<file path="config.mk">
export PLATFORM = sky130hd
export DESIGN_NAME = stop_watch_lap
export DESIGN_NICKNAME = d
export VERILOG_FILES = /design/src/rtl/stop_watch_lap.sv
export SDC_FILE = /design/constraint.sdc
export NUM_CORES = 1
export LEC_CHECK = 0
export ABC_AREA = 1
export ABC_CLOCK_PERIOD_IN_PS = 5000
export CAP_MARGIN = 20
export CORE_ASPECT_RATIO = 1.2
export CORE_UTILIZATION = 35
export CTS_CLUSTER_SIZE = 16
export DETAILED_ROUTE_END_ITERATION = 6
export PLACE_DENSITY = 0.5
export SLEW_MARGIN = 25
export SYNTH_ARGS = -nofsm -noshare
export SYNTH_HDL_FRONTEND = slang
export SYNTH_SLANG_ARGS = --single-unit
</file>
<file path="constraint.sdc">
create_clock -name clk -period 5 [get_ports clk]
set_clock_uncertainty 0.05 [all_clocks]
set_input_delay 1 -clock clk [delete_from_list [all_inputs] [get_ports clk]]
set_output_delay 1 -clock clk [all_outputs]
set_load 0.01 [all_outputs]
</file>
<file path="src/rtl/stop_watch_lap.sv">
// Purpose: m:ss.t BCD stopwatch/timer with preload, lap freeze and terminal-event pulses.
// Latency: digits update on the clock edge that carries a tick; done/wrap pulse alongside the new digits.
// Backpressure: none; go=0 pauses the divider and digits, and a down-count parks at 0:00.0.
module stop_watch_lap #(
  parameter int DVSR    = 10000000,
  parameter int DW      = 24,
  parameter int MIN_MAX = 9
) (
  input  logic        clk,
  input  logic        rst_n,
  input  logic        go,
  input  logic        clr,
  input  logic        down,
  input  logic        load,
  input  logic [15:0] load_val,
  input  logic        lap,
  output logic [3:0]  d3,
  output logic [3:0]  d2,
  output logic [3:0]  d1,
  output logic [3:0]  d0,
  output logic        lap_active,
  output logic        done,
  output logic        wrap,
  output logic        running
);

  localparam logic [DW-1:0] TERM    = DW'(DVSR - 1);
  localparam logic [DW-1:0] DIV_ONE = DW'(1);
  localparam logic [3:0]    MM      = 4'(MIN_MAX);

  logic [DW-1:0] div_q, div_n;
  logic          tick;
  logic [3:0]    min_q, sten_q, sunit_q, tenth_q;
  logic [3:0]    min_n, sten_n, sunit_n, tenth_n;
  logic [15:0]   lap_q;
  logic          lap_active_q;
  logic          done_q, wrap_q;
  logic          is_zero, is_top, is_one;

  // Clamp a preload nibble into its digit range.
  function automatic logic [3:0] sat(input logic [3:0] v, input logic [3:0] mx);
    return (v > mx) ? mx : v;
  endfunction

  assign is_zero = ({min_q, sten_q, sunit_q, tenth_q} == 16'h0000);
  assign is_one  = ({min_q, sten_q, sunit_q, tenth_q} == 16'h0001);
  assign is_top  = (min_q == MM) && (sten_q == 4'd5) && (sunit_q == 4'd9) && (tenth_q == 4'd9);

  // Tick fires on the last divider count; a down-count parked at zero never ticks.
  always_comb begin
    tick = go && !clr && !load && !(down && is_zero) && (div_q == TERM);
  end

  // Divider next value: cleared by clr/load, held at zero while a timer sits at 0:00.0.
  always_comb begin
    div_n = div_q;
    if (clr || load) begin
      div_n = '0;
    end else if (go) begin
      if ((down && is_zero) || (div_q == TERM)) div_n = '0;
      else                                      div_n = div_q + DIV_ONE;
    end
  end

  // Digit next value: clr > load > tick, with BCD carry/borrow chains.
  always_comb begin
    min_n   = min_q;
    sten_n  = sten_q;
    sunit_n = sunit_q;
    tenth_n = tenth_q;
    if (clr) begin
      min_n   = 4'd0;
      sten_n  = 4'd0;
      sunit_n = 4'd0;
      tenth_n = 4'd0;
    end else if (load) begin
      min_n   = sat(load_val[15:12], MM);
      sten_n  = sat(load_val[11:8], 4'd5);
      sunit_n = sat(load_val[7:4], 4'd9);
      tenth_n = sat(load_val[3:0], 4'd9);
    end else if (tick && !down) begin
      if (tenth_q == 4'd9) begin
        tenth_n = 4'd0;
        if (sunit_q == 4'd9) begin
          sunit_n = 4'd0;
          if (sten_q == 4'd5) begin
            sten_n = 4'd0;
            min_n  = (min_q >= MM) ? 4'd0 : min_q + 4'd1;
          end else begin
            sten_n = sten_q + 4'd1;
          end
        end else begin
          sunit_n = sunit_q + 4'd1;
        end
      end else begin
        tenth_n = tenth_q + 4'd1;
      end
    end else if (tick && down) begin
      // is_zero is excluded by tick, so the minute borrow never underflows.
      if (tenth_q == 4'd0) begin
        tenth_n = 4'd9;
        if (sunit_q == 4'd0) begin
          sunit_n = 4'd9;
          if (sten_q == 4'd0) begin
            sten_n = 4'd5;
            min_n  = min_q - 4'd1;
          end else begin
            sten_n = sten_q - 4'd1;
          end
        end else begin
          sunit_n = sunit_q - 4'd1;
        end
      end else begin
        tenth_n = tenth_q - 4'd1;
      end
    end
  end

  // Divider and live digit registers.
  always_ff @(posedge clk or negedge rst_n) begin
    if (!rst_n) begin
      div_q   <= '0;
      min_q   <= 4'd0;
      sten_q  <= 4'd0;
      sunit_q <= 4'd0;
      tenth_q <= 4'd0;
    end else begin
      div_q   <= div_n;
      min_q   <= min_n;
      sten_q  <= sten_n;
      sunit_q <= sunit_n;
      tenth_q <= tenth_n;
    end
  end

  // Terminal-event pulses, raised by the tick that reaches the terminal value.
  always_ff @(posedge clk or negedge rst_n) begin
    if (!rst_n) begin
      done_q <= 1'b0;
      wrap_q <= 1'b0;
    end else begin
      done_q <= tick && down && is_one;
      wrap_q <= tick && !down && is_top;
    end
  end

  // Lap freeze: first lap captures the pre-tick live digits, second lap releases.
  always_ff @(posedge clk or negedge rst_n) begin
    if (!rst_n) begin
      lap_q        <= 16'h0000;
      lap_active_q <= 1'b0;
    end else if (clr) begin
      lap_q        <= 16'h0000;
      lap_active_q <= 1'b0;
    end else if (lap) begin
      if (!lap_active_q) begin
        lap_q        <= {min_q, sten_q, sunit_q, tenth_q};
        lap_active_q <= 1'b1;
      end else begin
        lap_active_q <= 1'b0;
      end
    end
  end

  // Display mux selects frozen lap digits or live digits; both sides are registers.
  always_comb begin
    {d3, d2, d1, d0} = lap_active_q ? lap_q : {min_q, sten_q, sunit_q, tenth_q};
    lap_active       = lap_active_q;
    done             = done_q;
    wrap             = wrap_q;
    running          = go && !(down && is_zero);
  end

endmodule

</file>
Word level (Yosys, flattened, before mapping)
Cells that the tools add are included.
{"block": "classes", "reduce_logical": 32, "magnitude_cmp": 5, "n_mux": 48, "add_sub_neg": 9, "n_eq_ne": 9}
{"op": "$mux 4", "count": 39}
{"op": "$mux 24", "count": 3}
{"op": "$mux 16", "count": 3}
{"op": "$add 24x1->24 const B", "count": 1}
{"op": "$eq 24x24->1 const B", "count": 1}
{"op": "$add 4x1->4 const B", "count": 4}
{"op": "$eq 16x1->1 const B", "count": 1}
{"op": "$logic_not 16->1", "count": 1}
{"op": "$reduce_bool 4->1", "count": 4}
{"op": "$sub 4x1->4 const B", "count": 4}
{"op": "$logic_and 1x1->1", "count": 13}
{"op": "$eq 4x4->1 const B", "count": 3}
{"op": "$gt 4x4->1 const B", "count": 3}
{"op": "$logic_not 4->1", "count": 3}
{"op": "$ne 4x3->1 const B", "count": 2}
{"op": "$reduce_and 7->1", "count": 1}
{"op": "$reduce_and 5->1", "count": 1}
{"op": "$eq 4x3->1 const B", "count": 1}
{"op": "$ge 4x4->1 const B", "count": 1}
{"op": "$gt 4x3->1 const B", "count": 1}
{"op": "$logic_not 1->1", "count": 4}
{"op": "$ne 4x4->1 const B", "count": 1}
{"op": "$reduce_bool 2->1", "count": 2}
{"op": "$mux 1", "count": 3}
{"op": "other kinds (2)", "count": 3}
{"block": "word_totals", "elab_cells": 112, "in_bits": 23, "output_inout_bits": 20, "register_bits": 59}

Logic depth before layout (Yosys ltp)
Gate-level depths: netlist of run 1.
{"block": "logic_depth", "word_depth": 10, "mapped_depth": 14, "ltp_nobuf": 14}

Least setup slack after synthesis of run 1
No wires, ideal clock.
{"block": "synth_path", "kind": "input to output", "from": "input port down", "to": "output port running", "cell_stages": 5, "arrival_time_ps": 1440, "setup_slack_ps": 2510, "path_buffers": 0, "required_ps": 3950, "cell_sequence": "inv_2 > nor2_1 > nand3_2 > nand2_1 > inv_1"}
{"block": "synth_between", "elab_chain_len": 3}
{"element": "start, declared", "line_no": "13", "text": "input logic down,"}
{"element": "$logic_and 1x1->1", "line_no": "171", "text": "running = go && !(down && is_zero);"}
{"element": "$logic_not 1->1", "line_no": "171"}
{"element": "$logic_and 1x1->1", "line_no": "171"}
{"element": "end, declared", "line_no": "24", "text": "output logic running"}
Every way passes these cells.

Worst setup path in the final report of run 1
Same ends and word-level chain as after synthesis.

==> flow_metrics.env, run 1 <==
export IMPL_dp_hpwl_um=8758
export IMPL_worst_path_max_fanout=9
export IMPL_report_final_slew_viol_count=0
export IMPL_dieArea_um2=12640
export IMPL_p_leak_nw=2.326
export IMPL_cts_root_buf="clkbuf_16"
export IMPL_grt_pass1_vias=4110
export IMPL_cp_start_kind="input pin"
export IMPL_hold_class="flop to flop"
export IMPL_syn_area_um2=4268
export IMPL_max_clock_freq_mhz=277.0
export IMPL_final_hold_viol_count=0
export IMPL_yosysWarnings=0
export IMPL_avgSynthCellArea_um2=7.054
export IMPL_power_switching_mw=0.5200
export IMPL_area_growth_pct=21.20
export IMPL_synth_net_count=642
export IMPL_drt_iter0_drc=248
export IMPL_p_sw_share_pct=31.32
export IMPL_ir_drop_mv=0.1701
export IMPL_drc=0
export IMPL_fin_nets=684
export IMPL_cts_sink_count=59
export IMPL_firstDrtPassIters=5
export IMPL_combinationalPowerShare_pct=23.8
export IMPL_grt_total_usage_pct=21.16
export IMPL_relSlewSlack_pct=36.00
export IMPL_wirelength_um=12050
export IMPL_rows=43
export IMPL_synth_seq_area_share_pct=34.59
export IMPL_power_density_nw_per_um2=320.9
export IMPL_die_width_um=102.8
export IMPL_start_util_pct=36.39
export IMPL_clock_path_buffers=2
export IMPL_gp_congestion=0.8243
export IMPL_vias=4129
export IMPL_io_buffers=42
export IMPL_ys_seq_elements=59
export IMPL_antenna_left=0
export IMPL_dp_cells=793
export IMPL_wl_per_cell_um=14.90
export IMPL_n_antenna_cell=0
export IMPL_io_pins=43
export IMPL_clkTransAtPathRegs_ns=0.05
export IMPL_core_um2=11730
export IMPL_cts_resized=0
export IMPL_syn_inst=605
export IMPL_overflow=0
export IMPL_fin_tns_setup_ns=0
export IMPL_period_share_pct=72.21
export IMPL_die_h_um=123.0
export IMPL_drive_above_1_share_pct=10.89
export IMPL_synth_distinct_cells=41
export IMPL_cts_tree="built"
export IMPL_insertion_delay_ns=0.33
export IMPL_cts_setup_buffers=0
export IMPL_cts_buffers=9
export IMPL_status="completed"
export IMPL_worstPathRequired_ns=3.95
export IMPL_stdcell_count=809
export IMPL_grt_pass1_wl_um=20710
export IMPL_antenna_found_initial=0
export IMPL_arrival_ns=2.56
export IMPL_cts_htree_levels=3
export IMPL_critPathKind="input pin to primary output"
export IMPL_period_needed_ns=3.611
export IMPL_drv_cap=0
export IMPL_grt_max_degree=60
export IMPL_viasPerCell=5.104
export IMPL_power_internal_mw=1.140
export IMPL_worst_setup_path_end_kind="primary output"
export IMPL_pwr_share_seq_pct=34.6
export IMPL_ctsHoldBuffers=0
export IMPL_rsz0062_at_grt="false"
export IMPL_setup_violations=0
export IMPL_power_frac_clock_pct=41.6
export IMPL_tightest_slew_ns=0.9600
==> layout by cell type (no fill, tap or decap), types with 4 or more instances in the layout <==
cell	instances
nand2_1	165
inv_1	59
dfrtp_1	59
nand3_1	54
o21ai_0	48
clkdlybuf4s50_1	41
nor2_1	40
a21oi_1	21
o21ai_1	21
ha_1	14
inv_2	13
xor2_1	11
o22ai_1	10
clkbuf_16	9
nor3_1	8
nand4_1	7
nor2_4	6
a31oi_1	6
nand3_2	5
nor2_2	5
nor3_2	5
nand2_4	4
xnor2_1	4
o31ai_1	4
buf_4	4
==> layer usage <==
| metal | vias to the layer above | track usage [%] | share of wire, % |
|---|---|---|---|
| li1 | 2078 | - | - |
| met1 | 1945 | 29.63 | 50 |
| met2 | 94 | 33.58 | 45 |
| met3 | 12 | 3.844 | 3.9 |
| met4 | 0 | 5.282 | 0.80 |
| met5 | - | 0 | 0 |
==> logic make-up (layout without fill, tap and decap cells) <==
group | after synthesis | after routing | share of synthesized area (%)
AND/OR/NAND/NOR | 312 | 312 | 35.03
AO/OA/AOI/OAI | 117 | 117 | 15.16
buffers and inverters | 88 | 135 | 8.033
flip-flops | 59 | 59 | 34.59
XOR/XNOR | 15 | 15 | 3.078
adder cells (fa/ha/maj) | 14 | 14 | 4.104
==> worst paths after layout <==
path	from	to	slack (ns)	cells after the start
setup / recovery	down	running	1.39	7
setup reg to reg	sunit_q[0]	div_q[21]	2.61	12
hold reg to reg	lap_q[12]	lap_q[12]	0.46	2
hold / removal	lap_q[12]	lap_q[12]	0.46	2
max in group asynchronous	rst_n	lap_q[4]	3.57	2
min in group asynchronous	rst_n	div_q[8]	0.79	2
==> power by group through the flow <==
stage	combinational, mW	sequential, mW	clock [mW]
2_1_floorplan	0.262	0.549	0
3_3_place_gp	0.396	0.582	0
3_5_place_dp	0.394	0.582	0
4_1_cts	0.398	0.574	0.704
5_1_grt	0.451	0.582	0.728
6_report	0.395	0.575	0.690
==> stage by stage <==
stage / power (mW) / setup WS (ns) / hold slack, ns / cell area, µm² / utilization [%]
global route: 1.761 / 1.299 / 0.4838 / 5172 / 44.10
CTS: 1.677 / 1.374 / 0.4618 / 5172 / 44.10
finish: 1.660 / 1.389 / 0.4586 / 5172 / 44.10
global placement: 0.9779 / 1.409 / 0.4430 / 4841 / 41.27
detailed placement: 0.9760 / 1.386 / 0.4448 / 4843 / 41.30
floorplan: 0.8114 / 2.510 / 0.4233 / 4268 / -
==> synth_stat cells (all sizes together) <==
| master | count | area, µm² |
|---|---|---|
| xnor2 | 4 | 35.03 |
| o31ai | 4 | 30.03 |
| clkbuf | 9 | 33.78 |
| nor4 | 2 | 12.51 |
| o21ai | 70 | 354.1 |
| or2 | 2 | 12.52 |
| nand3 | 60 | 337.8 |
| a31oi | 6 | 37.54 |
| nor3 | 13 | 90.09 |
| buf | 6 | 35.03 |
| o32ai | 1 | 16.27 |
| o22ai | 10 | 62.56 |
| inv | 72 | 270.3 |
| nor2 | 52 | 266.5 |
| o211ai | 1 | 7.510 |
| clkinv | 1 | 3.750 |
| ha | 14 | 175.2 |
| xor2 | 11 | 96.34 |
| nand2 | 172 | 683.2 |
| nand4 | 9 | 77.57 |
| nand3b | 2 | 15.01 |
| dfrtp | 59 | 1476 |
| a21oi | 24 | 131.4 |
| o21a | 1 | 7.510 |
==> area by class of cell <==
cell class / instances / area [µm²]
timing repair buffer: 46 / 445.4
clock buffer: 12 / 256.5
tap: 157 / 196.4
inverter: 73 / 274.0
multi-input combinational: 458 / 2451
fill: 1241 / 6556
clock inverter: 4 / 72.57
sequential: 59 / 1476
==> state kept, by name, indices dropped and copies added, names as in the netlist <==
register and count:
tenth_q 4, sunit_q 4, div_q 24, sten_q 4
lap_active 1, min_q 4, lap_q 16, done 1
wrap 1
==> worst max-delay path, stage by stage <==
cell and delay (ns):
clkdlybuf4s50_1 0.55, inv_2 0.13, nor2_1 0.15, nand3_2 0.13, nand2_1 0.09, inv_1 0.04
clkdlybuf4s50_1 0.47
(Power assumes the default switching activity.)
==> run 2: changes to the inputs <==
--- a/config.mk
+++ b/config.mk
@@ -6,13 +6,13 @@
 export NUM_CORES = 1
 export LEC_CHECK = 0
 export ABC_AREA = 1
-export ABC_CLOCK_PERIOD_IN_PS = 5000
+export ABC_CLOCK_PERIOD_IN_PS = 2910
 export CAP_MARGIN = 20
 export CORE_ASPECT_RATIO = 1.2
 export CORE_UTILIZATION = 35
 export CTS_CLUSTER_SIZE = 16
 export DETAILED_ROUTE_END_ITERATION = 6
-export PLACE_DENSITY = 0.5
+export PLACE_DENSITY = 0.52
 export SLEW_MARGIN = 25
 export SYNTH_ARGS = -nofsm -noshare
 export SYNTH_HDL_FRONTEND = slang
==> constraint.sdc (replaced) <==
create_clock -name clk -period 2.91 [get_ports clk]
set_clock_uncertainty 0.05 [all_clocks]
set_input_delay 0.582 -clock clk [delete_from_list [all_inputs] [get_ports clk]]
set_output_delay 0.582 -clock clk [all_outputs]
set_load 0.01 [all_outputs]
==> run 2 against run 1 <==
  * Sequential share of layout area is 0.12 points lower
  * Via count down 0.70%
  * Critical path depth increased by 1
  * Power increased by 60%
  * Sequential cell count is the same
  * Register-to-register slack worse by 1.9 ns
  * Core utilization increased by 0.19 points
  * Cell count increased by 1.1%
==> flow_metrics.env, run 2 (synthesized netlist as in run 1, its figures left out) <==
export IMPL_gp_congestion=0.8358
export IMPL_drive_above_1_share_pct=12.86
export IMPL_cts_htree_levels=3
export IMPL_dieArea_um2=12640
export IMPL_insertion_delay_ns=0.33
export IMPL_worstPathRequired_ns=2.28
export IMPL_power_density_nw_per_um2=512.8
export IMPL_firstDrtPassIters=5
export IMPL_antenna_left=0
export IMPL_die_h_um=123.0
export IMPL_grt_pass1_wl_um=19400
export IMPL_r2r_end="sunit_q[0]"
export IMPL_period_needed_ns=2.756
export IMPL_tightest_slew_ns=0.6242
export IMPL_ir_drop_mv=0.3322
export IMPL_stdcell_count=818
export IMPL_mostFrequentLayoutCells="nand2_1, dfrtp_1, inv_1"
export IMPL_hold_class="input pin to async pin"
export IMPL_grt_pass1_vias=3887
export IMPL_period_share_pct=94.71
export IMPL_rsz0062_at_grt="false"
export IMPL_critPathKind="flop to primary output"
export IMPL_largest_register_ffs=24
export IMPL_clkTransAtPathRegs_ns=0.05
export IMPL_ff2ff_setup_slack_ns=0.71
export IMPL_p_leak_nw=2.345
export IMPL_overflow=0
export IMPL_antenna_found_initial=0
export IMPL_die_width_um=102.8
export IMPL_top_register="div_q"
export IMPL_max_clock_freq_mhz=362.9
export IMPL_final_hold_viol_count=0
export IMPL_drc=0
export IMPL_relSlewSlack_pct=58.39
export IMPL_final_common_cell="nand2_1"
export IMPL_gr_usage_met2_pct=32.38
export IMPL_dp_hpwl_um=8919
export IMPL_clock_path_buffers=2
export IMPL_io_buffers=42
export IMPL_core_um2=11730
export IMPL_wirelength_um=11990
export IMPL_setup_violations=0
export IMPL_report_final_slew_viol_count=0
export IMPL_power_frac_clock_pct=36.4
export IMPL_rr_startpoint="div_q[16]"
export IMPL_grt_total_usage_pct=20.21
export IMPL_drv_cap=0
export IMPL_cts_tree="built"
export IMPL_io_pins=43
export IMPL_grt_met1_usage_pct=27.82
export IMPL_pwr_share_seq_pct=35.1
export IMPL_grt_busiest_layer="met2"
export IMPL_vias=4100
export IMPL_rr_worst_depth=12
export IMPL_gr_usage_met3_pct=3.787
export IMPL_viasPerCell=5.012
export IMPL_cts_root_buf="clkbuf_16"
export IMPL_drt_iter0_drc=193
export IMPL_wl_per_cell_um=14.65
export IMPL_ctsHoldBuffers=0
export IMPL_cts_setup_buffers=0
export IMPL_cp_start_kind="flop"
export IMPL_fin_nets=693
export IMPL_area_growth_pct=21.72
export IMPL_status="completed"
export IMPL_p_sw_share_pct=34.07
export IMPL_combinationalPowerShare_pct=28.5
export IMPL_fin_tns_setup_ns=0
export IMPL_arrival_ns=2.12
export IMPL_cts_resized=0
export IMPL_power_internal_mw=1.756
export IMPL_worst_path_max_fanout=4
export IMPL_start_util_pct=36.39
export IMPL_rows=43
export IMPL_dp_cells=802
export IMPL_largestRegisters="div_q x24, lap_q x16"
export IMPL_worst_setup_path_end_kind="primary output"
export IMPL_dp_slack_ns=0.2589
export IMPL_worst_slack_ns=0.1541
export IMPL_grt_max_degree=37
export IMPL_power_switching_mw=0.9075
export IMPL_cts_buffers=9
export IMPL_cts_sink_count=59
export IMPL_n_antenna_cell=0
run 2: changes by cell type in the layout (fill, tap and decap cells not counted):
cell	previous run	this run
clkbuf_1	1	0
inv_6	0	1
bufinv_16	2	0
clkbuf_8	2	0
buf_12	0	1
nor2_1	40	39
inv_2	13	16
nor2_2	5	6
inv_1	59	56
clkinvlp_4	1	2
clkinv_2	1	4
buf_4	4	12
run 2: cell type report:
cell class	count	area (µm²)
fill	1251	6534
multi-input combinational	458	2454
sequential	59	1476
timing repair buffer	55	525.5
inverter	73	274.0
clock buffer	9	225.2
tap	157	196.4
clock inverter	7	43.79
run 2: worst max-delay path by stage:
stage / endpoint / cells past startpoint / start
detailed placement: running / 7 / down
global placement: running / 7 / down
floorplan: min_q[2] / 11 / sunit_q[0]
finish: running / 8 / tenth_q[1]
global route: running / 8 / sunit_q[0]
CTS: running / 8 / sten_q[0]
run 2: power by group through the flow:
stage               Combinational [mW]  Sequential (mW)  Clock (mW)
global placement                 0.755            0.945           0
detailed placement               0.754            0.946           0
CTS                              0.760            0.933        1.00
finish                           0.760            0.934       0.970
floorplan                        0.450            0.944           0
global route                     0.847            0.942        1.04
run 2: metal layers:
layer  vias to the layer above  wire length [µm]
met1                      1905              5887
met2                        91              5516
met4                         0               130
met3                        11               452
met5                         -                 0
li1                       2093                 -
run 2: metrics by stage:
stage	utilization, %	hold slack [ns]	area [µm²]	power [mW]
2_1_floorplan	-	0.2364	4268	1.394
3_3_place_gp	41.96	0.4436	4921	1.700
3_5_place_dp	41.96	0.4448	4921	1.700
4_1_cts	44.25	0.2387	5190	2.696
5_1_grt	44.29	0.2598	5195	2.825
6_report	44.29	0.2157	5195	2.664
run 2: critical path: stages, from the launching register on:
cell	delay, ns
dfrtp_1	0.42
inv_1	0.19
ha_1	0.21
nand2_1	0.10
nor2_1	0.13
nand3_2	0.13
nand2_1	0.10
inv_1	0.05
clkdlybuf4s50_1	0.46
